$ cat src/rtl/load_store_unit.sv
// Byte/half/word load-store engine: turns one controller request into one or two
// word-aligned memory beats. Optional macro LSU_MISALIGNED_SPLIT_EN enables split beats.

module lsu_lane #(
  parameter int LANE = 0
) (
  input  logic [1:0]  off,
  input  logic [2:0]  nbytes,
  input  logic        beat1,
  input  logic [31:0] wdata,
  output logic        be,
  output logic [7:0]  wbyte
);
  int src;

  // src is the store-data byte that lands in this lane; beat1 carries the tail bytes.
  always_comb begin
    src   = beat1 ? (LANE + 4 - int'(off)) : (LANE - int'(off));
    be    = (src >= 0) && (src < int'(nbytes));
    wbyte = (src >= 0 && src < 4) ? wdata[{src[1:0], 3'b000} +: 8] : 8'h00;
  end
endmodule

module load_store_unit #(
  parameter int ACK_TIMEOUT = 255
) (
  input  logic        clk,
  input  logic        rst,
  input  logic        start,
  input  logic        is_store,
  input  logic [2:0]  funct3,
  input  logic [31:0] addr,
  input  logic [31:0] wdata,
  output logic        busy,
  output logic        done,
  output logic [31:0] rdata,
  output logic        err,
  output logic        mem_req,
  output logic        mem_we,
  output logic [31:0] mem_addr,
  output logic [3:0]  mem_be,
  output logic [31:0] mem_wdata,
  input  logic        mem_ack,
  input  logic [31:0] mem_rdata
);
  localparam int NUM_LANES = 4;
  localparam int CW        = (ACK_TIMEOUT > 0) ? $clog2(ACK_TIMEOUT + 1) : 1;
  localparam int TO_M1     = (ACK_TIMEOUT > 0) ? ACK_TIMEOUT - 1 : 0;

  typedef enum logic [1:0] {IDLE, BEAT0, BEAT1, RESP} state_t;

  typedef struct packed {
    logic        is_store;
    logic [2:0]  funct3;
    logic [1:0]  off;
    logic [31:0] wdata;
  } lsu_req_t;

  function automatic logic [2:0] size_bytes(input logic [1:0] sz);
    case (sz)
      2'b00:   return 3'd1;
      2'b01:   return 3'd2;
      default: return 3'd4;
    endcase
  endfunction

  state_t   state, state_nxt;
  lsu_req_t req_q;
  logic [CW-1:0] cnt;
  logic [31:0]   rbuf0;

  logic in_illegal, in_cross, in_legal;
  logic beat_ack, timeout, sel_cross;

  logic [1:0]  sel_off;
  logic [2:0]  sel_nbytes;
  logic [31:0] sel_wdata;
  logic [NUM_LANES-1:0]      lane_be;
  logic [NUM_LANES-1:0][7:0] lane_wb;

  logic [63:0] raw;
  logic [31:0] sh, ld_val, rdata_nxt;

  // Request legality decoded straight from the start-cycle inputs.
  always_comb begin
    in_illegal = (funct3[1:0] == 2'b11) || (funct3[2:1] == 2'b11) || (is_store && funct3[2]);
    in_cross   = ({1'b0, addr[1:0]} + size_bytes(funct3[1:0])) > 3'd4;
`ifdef LSU_MISALIGNED_SPLIT_EN
    in_legal   = !in_illegal;
`else
    in_legal   = !in_illegal && !in_cross;
`endif
  end

`ifdef LSU_MISALIGNED_SPLIT_EN
  assign sel_cross = ({1'b0, req_q.off} + size_bytes(req_q.funct3[1:0])) > 3'd4;
`else
  assign sel_cross = 1'b0;
`endif

  assign beat_ack = mem_req && mem_ack;
  assign timeout  = (ACK_TIMEOUT > 0) && mem_req && !mem_ack && (cnt == CW'(TO_M1));

  // In IDLE the lanes prepare beat 0 from live inputs; afterwards beat 1 from the latch.
  always_comb begin
    sel_off    = (state == IDLE) ? addr[1:0] : req_q.off;
    sel_nbytes = (state == IDLE) ? size_bytes(funct3[1:0]) : size_bytes(req_q.funct3[1:0]);
    sel_wdata  = (state == IDLE) ? wdata : req_q.wdata;
  end

  for (genvar g = 0; g < NUM_LANES; g++) begin : g_lane
    lsu_lane #(.LANE(g)) u_lane (
      .off    (sel_off),
      .nbytes (sel_nbytes),
      .beat1  (state != IDLE),
      .wdata  (sel_wdata),
      .be     (lane_be[g]),
      .wbyte  (lane_wb[g])
    );
  end

  // Load assembly: bytes in address order, shifted down to bit 0, then extended.
  always_comb begin
    raw = (state == BEAT1) ? {mem_rdata, rbuf0} : {32'h0, mem_rdata};
    sh  = 32'(raw >> {req_q.off, 3'b000});
    case (req_q.funct3[1:0])
      2'b00:   ld_val = req_q.funct3[2] ? {24'h0, sh[7:0]}  : {{24{sh[7]}}, sh[7:0]};
      2'b01:   ld_val = req_q.funct3[2] ? {16'h0, sh[15:0]} : {{16{sh[15]}}, sh[15:0]};
      default: ld_val = sh;
    endcase
    rdata_nxt = req_q.is_store ? 32'h0 : ld_val;
  end

  always_ff @(posedge clk) begin
    if (rst) state <= IDLE;
    else     state <= state_nxt;
  end

  always_comb begin
    state_nxt = state;
    case (state)
      IDLE:  if (start) state_nxt = in_legal ? BEAT0 : RESP;
      BEAT0: begin
        if (beat_ack)     state_nxt = sel_cross ? BEAT1 : RESP;
        else if (timeout) state_nxt = RESP;
      end
`ifdef LSU_MISALIGNED_SPLIT_EN
      BEAT1: if (beat_ack || timeout) state_nxt = RESP;
`endif
      RESP:    state_nxt = IDLE;
      default: state_nxt = IDLE;
    endcase
  end

  always_comb begin
    busy = (state != IDLE);
    done = (state == RESP);
  end

  always_ff @(posedge clk) begin
    if (rst) begin
      req_q     <= '0;
      cnt       <= '0;
      rbuf0     <= '0;
      rdata     <= '0;
      err       <= 1'b0;
      mem_req   <= 1'b0;
      mem_we    <= 1'b0;
      mem_addr  <= '0;
      mem_be    <= '0;
      mem_wdata <= '0;
    end else begin
      case (state)
        IDLE: if (start) begin
          req_q.is_store <= is_store;
          req_q.funct3   <= funct3;
          req_q.off      <= addr[1:0];
          req_q.wdata    <= wdata;
          err            <= !in_legal;
          rdata          <= '0;
          cnt            <= '0;
          if (in_legal) begin
            mem_req   <= 1'b1;
            mem_we    <= is_store;
            mem_addr  <= {addr[31:2], 2'b00};
            mem_be    <= lane_be;
            mem_wdata <= lane_wb;
          end
        end
        BEAT0, BEAT1: begin
          if (beat_ack) begin
            cnt   <= '0;
            rbuf0 <= mem_rdata;
            if (state_nxt == BEAT1) begin
              mem_addr  <= mem_addr + 32'd4;
              mem_be    <= lane_be;
              mem_wdata <= lane_wb;
            end else begin
              mem_req <= 1'b0;
              rdata   <= rdata_nxt;
            end
          end else if (timeout) begin
            mem_req <= 1'b0;
            err     <= 1'b1;
          end else if (mem_req) begin
            cnt <= cnt + 1'b1;
          end
        end
        default: ;
      endcase
    end
  end
endmodule

$ cat config.mk
export PLATFORM = sky130hd
export DESIGN_NAME = load_store_unit
export DESIGN_NICKNAME = d
export VERILOG_FILES = /design/src/rtl/load_store_unit.sv
export SDC_FILE = /design/constraint.sdc
export NUM_CORES = 1
export LEC_CHECK = 0
export BUFFER_PORTS_ARGS = -buffer_cell sky130_fd_sc_hd__buf_2
export CAP_MARGIN = 5
export CORE_ASPECT_RATIO = 0.7
export CORE_MARGIN = 1
export CORE_UTILIZATION = 30
export DETAILED_ROUTE_END_ITERATION = 16
export PLACE_DENSITY = 0.55
export SLEW_MARGIN = 5
export SYNTH_ARGS = -nofsm -noshare
export SYNTH_HDL_FRONTEND = slang
export SYNTH_SLANG_ARGS = --single-unit
$ cat constraint.sdc
create_clock -name clk -period 3.8 [get_ports clk]
set_input_delay 0.19 -clock clk [delete_from_list [all_inputs] [get_ports clk]]
set_output_delay 0.19 -clock clk [all_outputs]
set_load 0.05 [all_outputs]
Word-level counts from Yosys, hierarchy flattened
Index checks and enable logic that the tools add are counted.

operators by class
  div/mod/pow operators = 0
  multipliers = 0
  bitwise operators = 0
  reductions and logical operators = 33
  equal/unequal tests = 20
  muxes and demuxes = 57
  shift-type cells = 5
  $lt $le $gt $ge = 13
  $add $sub $neg = 11

operators with widths
  operator                                                                       number
  32-bit 2-to-1 mux                                                              19
  32-bit case mux with 2 select lines                                            4
  32-bit by 1-bit >= comparator with 1-bit output, second input constant         4
  32-bit by 4-bit less-than comparator with 1-bit output                         4
  32-bit by 4-bit less-than comparator with 1-bit output, second input constant  4
  32-bit by 6-bit variable part select with 8-bit output                         4
  64-bit 2-to-1 mux                                                              1
  8-bit 2-to-1 mux                                                               8
  64-bit by 5-bit >> shifter with 32-bit output                                  1
  32-bit by 3-bit adder with 32-bit output, second input constant                1
  4-bit 2-to-1 mux                                                               4
  8-bit case mux with 2 select lines                                             1
  3-bit by 2-bit subtractor with 4-bit output, first input constant              4
  2-bit != test, second input constant                                           7
  1-bit logical AND                                                              13
  3-bit != test, second input constant                                           4
  3-bit case mux with 2 select lines                                             2
  4-bit AND reduction                                                            3
  2-bit == test, second input constant                                           5
  2-bit 2-to-1 mux                                                               5
  5-bit AND reduction                                                            2
  8-bit by 1-bit adder with 8-bit output, second input constant                  1
  8-bit == test, second input constant                                           1
  1-bit 2-to-1 mux                                                               8
  16 further kinds                                                               29

word-level totals
  input port bits = 104
  RAM bits = 0
  latch bits = 0
  register bits after elaboration = 183
  memories kept = 0
  word-level logic and storage cells = 153
  output and inout port bits = 105
  memory bits (read-only) = 0

Depth between registers and ports, before layout
Gate-level depths: netlist of the first run.

  depth after elaboration = 13
  depth in mapped cells = 14
  mapped depth without buffers = 13

By module
From an unflattened synthesis of the first run, not the netlist that was laid out.

unflattened totals
  cell total of the unflattened synthesis = 1305
  area total of the unflattened synthesis = 10661.5 µm²

modules (own cells, without submodules)
  module                        seq. area each (µm²)  times used  area an instance (µm²)  cells an instance
  load_store_unit               3623.5                1           9272.6                  1140
  lsu_lane at g_lane[2].u_lane  0.0                   1           366.6                   43
  lsu_lane at g_lane[0].u_lane  0.0                   1           364.1                   44
  lsu_lane at g_lane[1].u_lane  0.0                   1           339.1                   40
  lsu_lane at g_lane[3].u_lane  0.0                   1           319.1                   38

Least setup slack after synthesis of the first run
Ideal clock, no wire load.

  path type = register to register
  start = reg state[0]
  end = reg mem_be[2]
  cell stages (with the launch flop) = 14
  arrival = 3060 ps
  clock period less this slack = 3130 ps
  slack = 670 ps
  cells stage by stage = dfxtp_1 inv_1 ha_1 inv_1 nand2_1 nand2_1 ha_1 inv_1 clkbuf_1 ha_1 a21o_1 a211oi_1 a41oi_1 a21oi_1

between the ends
  elaborated cells on any way between the ends = 29

RTL lines
  element                                                                                                                           line      text
  from (decl)                                                                                                                       67        state_t state, state_nxt;
  from (signal assigned)                                                                                                            136       else state <= state_nxt;
  2-bit nonzero test (*)                                                                                                            n/a
  via busy                                                                                                                          34        output logic busy,
  32-bit 2-to-1 mux (*)                                                                                                             18        src = beat1 ? (LANE + 4 - int'(off)) : (LANE - int'(off));
  32-bit by 1-bit >= comparator with 1-bit output / 32-bit by 4-bit less-than comparator with 1-bit output (equally long branches)  19        be = (src >= 0) && (src < int'(nbytes));
  1-bit logical AND (*)                                                                                                             19
  4-bit 2-to-1 mux (on tied branches)                                                                                               194, 182
  4-bit 2-to-1 mux (on tied branches)                                                                                               191, 174
  4-bit case mux with 2 select lines (*)                                                                                            173       case (state)
  to (signal assigned)                                                                                                              186       mem_be <= lane_be;
  to (signal assigned)                                                                                                              196       mem_be <= lane_be;
  to (decl)                                                                                                                         41        output logic [3:0] mem_be,

Mark *: on every way through the listed nets, which the timed path passes. The rest lies on a longest branch. The select of a mux whose other input is x is not followed.
A chain may end at the register's enable or synchronous reset.

Final worst setup path of the first run
  start = reg state[1]
  end = reg rdata[22]

between the ends
  cells in the longest elaborated chain, start to end = 9
  elaborated cells on any way between the ends = 23

ends and longest elaborated chain
  element                                        line      text
  2-bit == test                                  124, 173
  64-bit 2-to-1 mux                              124       raw = (state == BEAT1) ? {mem_rdata, rbuf0} : {32'h0, mem_rdata};
  64-bit by 5-bit >> shifter with 32-bit output  125       sh = 32'(raw >> {req_q.off, 3'b000});
  32-bit 2-to-1 mux (on tied branches)           128, 127
  32-bit case mux with 2 select lines            126       case (req_q.funct3[1:0])
  32-bit 2-to-1 mux                              131       rdata_nxt = req_q.is_store ? 32'h0 : ld_val;
  32-bit 2-to-1 mux                              194       if (state_nxt == BEAT1) begin
  32-bit 2-to-1 mux                              191       if (beat_ack) begin
  32-bit case mux with 2 select lines            173
  to (signal assigned)                           200       rdata <= rdata_nxt;
  to (decl)                                      36        output logic [31:0] rdata,

Parallel ways exist; a longest one is shown, timed or not. The select of a mux whose other input is x is not followed.

==> impl_metrics.yaml, run 1 <==
status:
  status: "completed"
cells_and_area:
  seq_area_um2: 3630
  drive_gt1_frac: 0.226
  multi_input_area_um2: 6050
  fin_util: 0.378
  n_fill_cell: 3456
  syn_to_final_growth_pct: 24.0
  finalNonFillerCells: 1924
  fin_nets: 1600
power:
  power.net_switching_mw: 2.61
  p_comb_frac: 0.362
  p_int_mw: 3.74
  switching_share: 0.412
  ir_drop_uv: 348
  p_clk_frac: 0.286
  power_density_nw_per_um2: 503
  pwr-share-seq: 0.352
  leakagePower_nw: 5.04
setup_path:
  crit_path_end_kind: "register"
  worstPathMaxFanout: 57
  critPathArrivalTime_ns: 3.77
  slowest_stage: "and2_1"
  cp_slowest_stage_delay_ns: 0.80
  start_kind: "register"
  crit_chain: "inv_1 -> ha_2 -> buf_4 -> nand2_1 -> o211ai_2 -> a21o_2 -> and2_1 -> a22o_1"
  cp.required_ns: 4.19
  criticalPathCategory: "register to register"
placed_design:
  place_inst: 1839
  routabilityCongestion: 0.873
  portBuffers: 206
  dpl.hpwl_um: 25100
clocking:
  root_buffer: "clkbuf_16"
  cts_tree: "done"
  clock_sinks: 181
  post-cts-setup-buffers: 0
  clock_path_buffers: 2
  cts_made_buffers: 17
  cts.repair.resized: 0
  clk_latency_ns: 0.46
  h-tree-depth: 4
  clk_pin_slew_ns: 0.08
global_route:
  track_usage: 0.201
  antenna_found_initial: 1
  grt_first_pass_wirelength_um: 54700
  gr-total-overflow: 0
  grt_max_degree: 63
  grt_pass1_vias: 9386
yosys:
  ys_async_sr_fraction: 0
  syn_area_um2: 10200
  syn_avg_cell_area_um2: 7.96
  synth-seq-area-share: 0.356
  synth.ff_latch_count: 181
  synth-edff-count: 0
  synthDistinctLibCells: 72
  ys_warn_count: 0
  ys.flop_type: "dfxtp_1"
  synthesis.instances: 1278
timing:
  max_freq_ghz: 0.296
  fin_crit_ns: 3.38
  finalCritPeriodShare: 0.890
  max_slew_margin: 0.385
  rsz0062_at_grt: "no"
  fin_skew_ns: 0.0136
  fin_tns_setup_ns: 0
  timing.hold.ws_ns: 0.0160
  hold_viol_final: 0
  slew_violations: 0
  setup_viol: 0
  worst_pin_slew_ns: 0.922
run:
  drv_cap: 0
floorplanning:
  die_w_um: 222
  coreArea_um2: 33400
  num_rows: 56
  ios: 209
  die_y_um: 156
  dieArea_um2: 34700
  initial_core_util: 0.304
routing:
  wire_per_inst_um: 18.3
  wl_um: 35200
  drt_iter0_markers: 839
  drt-pass1-iter-count: 5
  vias: 10200
  final_antenna_net_count: 0
  routed_via_density: 5.33
  drc: 0
min_path:
  hold_path_class: "input pin to register"
==> sequential cells by signal (all words and copies together) (netlist names) <==
| name | count |
|---|---|
| mem_be | 4 |
| mem_req | 1 |
| mem_we | 1 |
| rbuf0 | 32 |
| rdata | 32 |
| mem_wdata | 32 |
| state | 2 |
| err | 1 |
| req_q | 38 |
| mem_addr | 30 |
| cnt | 8 |
==> power groups by stage <==
stage / sequential [mW] / clock (mW) / combinational [mW]
after floorplan: 2.68 / 0 / 1.23
after global placement: 2.28 / 0 / 2.24
after detailed placement: 2.28 / 0 / 2.24
after CTS: 2.24 / 1.86 / 2.29
after global routing: 2.26 / 1.94 / 2.49
final: 2.24 / 1.81 / 2.30
==> synth_stat cells (21+ instances only) <==
cell type    n  area share
a21oi_1    118       0.058
a22o_1      25       0.022
and3_1      21       0.013
buf_2       23       0.011
clkbuf_1    58       0.021
dfxtp_1    181        0.36
mux2_2      32       0.035
mux2i_1     79       0.078
nand2_1    259       0.096
nand3_1     31       0.015
nor2_1      64       0.024
nor3_1      35       0.017
o211ai_1    21       0.015
o21ai_0     53       0.026
==> repair_timing <==
action	in CTS	in global routing
hold endpoints to repair	51	1
setup endpoints to repair	0	0
hold buffers	51	1
==> cells by family after synthesis <==
group,count (synthesis),share of synthesized area
and+or+nand+nor,479,0.213
AOI/OAI and AO/OA,357,0.234
DFF,181,0.356
buffers and inverters,125,0.0515
muxes,113,0.118
adders and majority gates,21,0.0266
other,1,0.000369
xor gates and xnor gates,1,0.000861
==> layout make-up <==
class	count	share of cell area
Multi-Input combinational cell	973	0.479
Sequential cell	181	0.287
Timing Repair Buffer	283	0.138
Tap cell	435	0.0431
Clock buffer	17	0.0337
Clock inverter	15	0.0127
Inverter	19	0.00565
Antenna cell	1	0.000198
==> critical path, delay by kind of cell, from the launching register on <==
family          cells  cell delay (ns)
compound gates      3             1.01
fa+ha+maj           1             0.23
buf+inv             2             0.58
flops               1             0.35
simple gates        2             1.14
==> routing by layer <==
metal | vias up | part of all wire | track usage
met2 | 313 | 0.42 | 0.288
met4 | 0 | 0.0083 | 0.0397
met1 | 4866 | 0.51 | 0.300
met5 | - | 0 | 0
li1 | 5047 | - | -
met3 | 21 | 0.063 | 0.0458
==> path summary, 6_finish.rpt <==
path	from	endpoint	slack, ns	cells past startpoint
setup reg to reg	state[1]$_SDFF_PP0_	rdata[22]$_SDFFE_PP0P_	0.42	8
hold / removal	addr[14]	mem_addr[14]$_SDFFE_PP0P_	0.02	3
setup / recovery	state[1]$_SDFF_PP0_	rdata[22]$_SDFFE_PP0P_	0.42	8
hold reg to reg	mem_wdata[28]$_SDFFE_PP0P_	mem_wdata[28]$_SDFFE_PP0P_	0.45	2
==> placed cells by master (no fill, tap or decap), types with 4 or more instances in the layout <==
cell type and n:
mux2i_1 79, dlygate4sd3_1 52, a211oi_1 15, o221ai_1 16
dfxtp_1 180, nand3_1 31, o22ai_1 12, buf_4 26
buf_2 205, inv_6 5, o31ai_1 5, a31oi_1 15
a211o_1 8, nor2_1 63, o2111ai_1 8, clkinvlp_4 4
o41ai_1 6, a22o_1 25, or2_2 4, and3_1 21
o21ai_0 53, a32o_1 8, clkbuf_16 17, and2_1 4
inv_1 18, mux2_2 32, nor2b_1 13, a21o_1 5
nor3_1 35, nand4_1 12, ha_1 18, o211ai_1 21
a31o_2 18, nor4_1 10, a21oi_1 118, nand2_1 258
==> through the flow <==
step | power, mW | cell area (µm²) | setup WS, ns
floorplan | 3.90 | 10200 | 0.670
global placement | 4.51 | 11500 | 0.549
detailed placement | 4.52 | 11500 | 0.415
CTS | 6.39 | 12600 | 0.404
global route | 6.70 | 12600 | 0.0673
finish | 6.35 | 12600 | 0.419
Power figures use the tool's default switching activity.
==> inputs of run 2 (changes only) <==
--- a/config.mk
+++ b/config.mk
@@ -11,7 +11,7 @@
 export CORE_MARGIN = 1
 export CORE_UTILIZATION = 30
 export DETAILED_ROUTE_END_ITERATION = 16
-export PLACE_DENSITY = 0.55
+export PLACE_DENSITY = 0.54
 export SLEW_MARGIN = 5
 export SYNTH_ARGS = -nofsm -noshare
 export SYNTH_HDL_FRONTEND = slang
==> constraint.sdc (replaced) <==
create_clock -name clk -period 3.8 [get_ports clk]
set_input_delay 0.19 -clock clk [delete_from_list [all_inputs] [get_ports clk]]
set_output_delay 0.19 -clock clk [all_outputs]
set_load 0.02 [all_outputs]
==> run 2 against run 1 <==
  * Die area unchanged
  * Cell count increased by 0.31%
  * Worst hold slack improved by 0.016 ns
  * First-iteration DRC count increased by 8.2%
  * Worst setup slack got worse by 0.16 ns
  * Flip-flop and latch count unchanged
  * Highest routed layer unchanged
==> impl_metrics.yaml, run 2 (same netlist as run 1, synthesis figures left out) <==
setup_path:
  worstPathMaxFanout: 17
  critPathArrivalTime_ns: 3.92
  start_kind: "register"
  crit_path_end_kind: "register"
  criticalPathCategory: "register to register"
  reg2reg_setup_slack_ns: 0.26
  cp.required_ns: 4.18
floorplanning:
  die_w_um: 222
  initial_core_util: 0.304
  dieArea_um2: 34700
  ios: 209
  die_y_um: 156
  coreArea_um2: 33400
  num_rows: 56
timing:
  max_freq_ghz: 0.283
  slew_violations: 0
  fin_tns_setup_ns: 0
  max_slew_margin: 0.337
  fin_crit_ns: 3.54
  setup_viol: 0
  finalCritPeriodShare: 0.931
  rsz0062_at_grt: "no"
  fin_skew_ns: 0.0136
  worst_pin_slew_ns: 0.994
  hold_viol_final: 0
global_route:
  track_usage: 0.205
  antenna_found_initial: 2
  gr-total-overflow: 0
  grt_first_pass_wirelength_um: 55300
  grt_pass1_vias: 9394
  grt_max_degree: 64
clocking:
  clk_latency_ns: 0.46
  h-tree-depth: 4
  clock_sinks: 181
  root_buffer: "clkbuf_16"
  clk_pin_slew_ns: 0.07
  clock_path_buffers: 2
  cts.repair.resized: 0
  cts_tree: "done"
  cts_made_buffers: 17
  post-cts-setup-buffers: 0
cells_and_area:
  drive_gt1_frac: 0.226
  final_cell_mix: "nand2_1 (258), buf_2 (205), dfxtp_1 (180)"
  largest_reg_flops: 38
  fin_util: 0.380
  syn_to_final_growth_pct: 24.7
  fin_nets: 1605
  top_register: "req_q"
  final_common_cell: "nand2_1"
status:
  status: "completed"
placed_design:
  portBuffers: 206
  dpl.hpwl_um: 25300
  routabilityCongestion: 0.867
routing:
  wire_per_inst_um: 18.7
  drc: 0
  wl_um: 36100
  routed_via_density: 5.33
  drt_iter0_markers: 908
  final_antenna_net_count: 0
  drt-pass1-iter-count: 5
  vias: 10300
power:
  p_total_mw: 6.14
  ir_drop_uv: 252
  leakagePower_nw: 5.08
  power_density_nw_per_um2: 484
run:
  drv_cap: 0
min_path:
  hold_path_class: "input pin to register"
-- run 2: cell count changes in the layout (fill, tap and decap cells not counted) --
| cell | previous run | this run |
|---|---|---|
| dlygate4sd3_1 | 52 | 57 |
| bufinv_16 | 1 | 2 |
| clkinv_4 | 0 | 1 |
| clkinv_8 | 1 | 0 |
| clkinvlp_4 | 4 | 3 |
| diode_2 | 1 | 2 |
| inv_4 | 1 | 0 |
| inv_8 | 3 | 4 |
-- run 2: metal layers --
metal / up-vias / track usage / share of wire
met5: - / 0 / 0
met2: 336 / 0.303 / 0.43
met3: 36 / 0.0497 / 0.062
met4: 0 / 0.0473 / 0.013
met1: 4881 / 0.295 / 0.49
li1: 5038 / - / -
-- run 2: worst max-delay path, stage by stage (launching register included) --
cell and delay, ns:
dfxtp_1 0.35, inv_1 0.12, ha_2 0.38, inv_1 0.13, nand2_1 0.32, nand2_1 0.17, ha_1 0.60, inv_1 0.37
ha_1 0.39, a21o_1 0.16, a211oi_1 0.22, a41oi_1 0.07, a21oi_1 0.16
-- run 2: timing repair --
action | CTS | global route
setup endpoints to repair | 0 | 0
hold endpoints to repair | 57 | 0
hold buffers | 57 | 0
-- run 2: report_power, final --
part	total (mW)	leakage, nW	internal (mW)	switching [mW]
Sequential	2.24	1.47	2.08	0.162
Clock	1.88	0.289	0.999	0.882
Combinational	2.02	3.32	0.728	1.29
-- run 2: path summary, 6_finish.rpt --
check                        startpoint                     end  cells past startpoint
setup / recovery    state[1]$_SDFF_PP0_  mem_be[2]$_SDFFE_PP0P_                     12
hold / removal                funct3[2]  req_q[36]$_SDFFE_PP0P_                      3
setup reg to reg    state[1]$_SDFF_PP0_  mem_be[2]$_SDFFE_PP0P_                     12
hold reg to reg   rbuf0[3]$_SDFFE_PP0P_   rbuf0[3]$_SDFFE_PP0P_                      2
-- run 2: per-stage QoR --
step                      worst slack [ns]  hold slack, ns  area, µm²  std cells
final                                0.264          0.0318      12700       1930
after global routing                0.0197          0.0239      12700       1930
after CTS                            0.285         0.00140      12700       1928
after detailed placement             0.314           0.443      11500       1839
after global placement               0.427           0.440      11500       1839
after floorplan                      0.711           0.326      10200       1279
-- run 2: area by class of cell --
type | instances | area, µm²
well taps | 435 | 544
diodes | 2 | 5.00
clock inverters | 15 | 180
inverters | 19 | 71.3
repair buffers | 288 | 1790
multi-input cells | 973 | 6050
clock buffers | 17 | 425
fillers | 3479 | 20700
flip-flops and latches | 181 | 3630
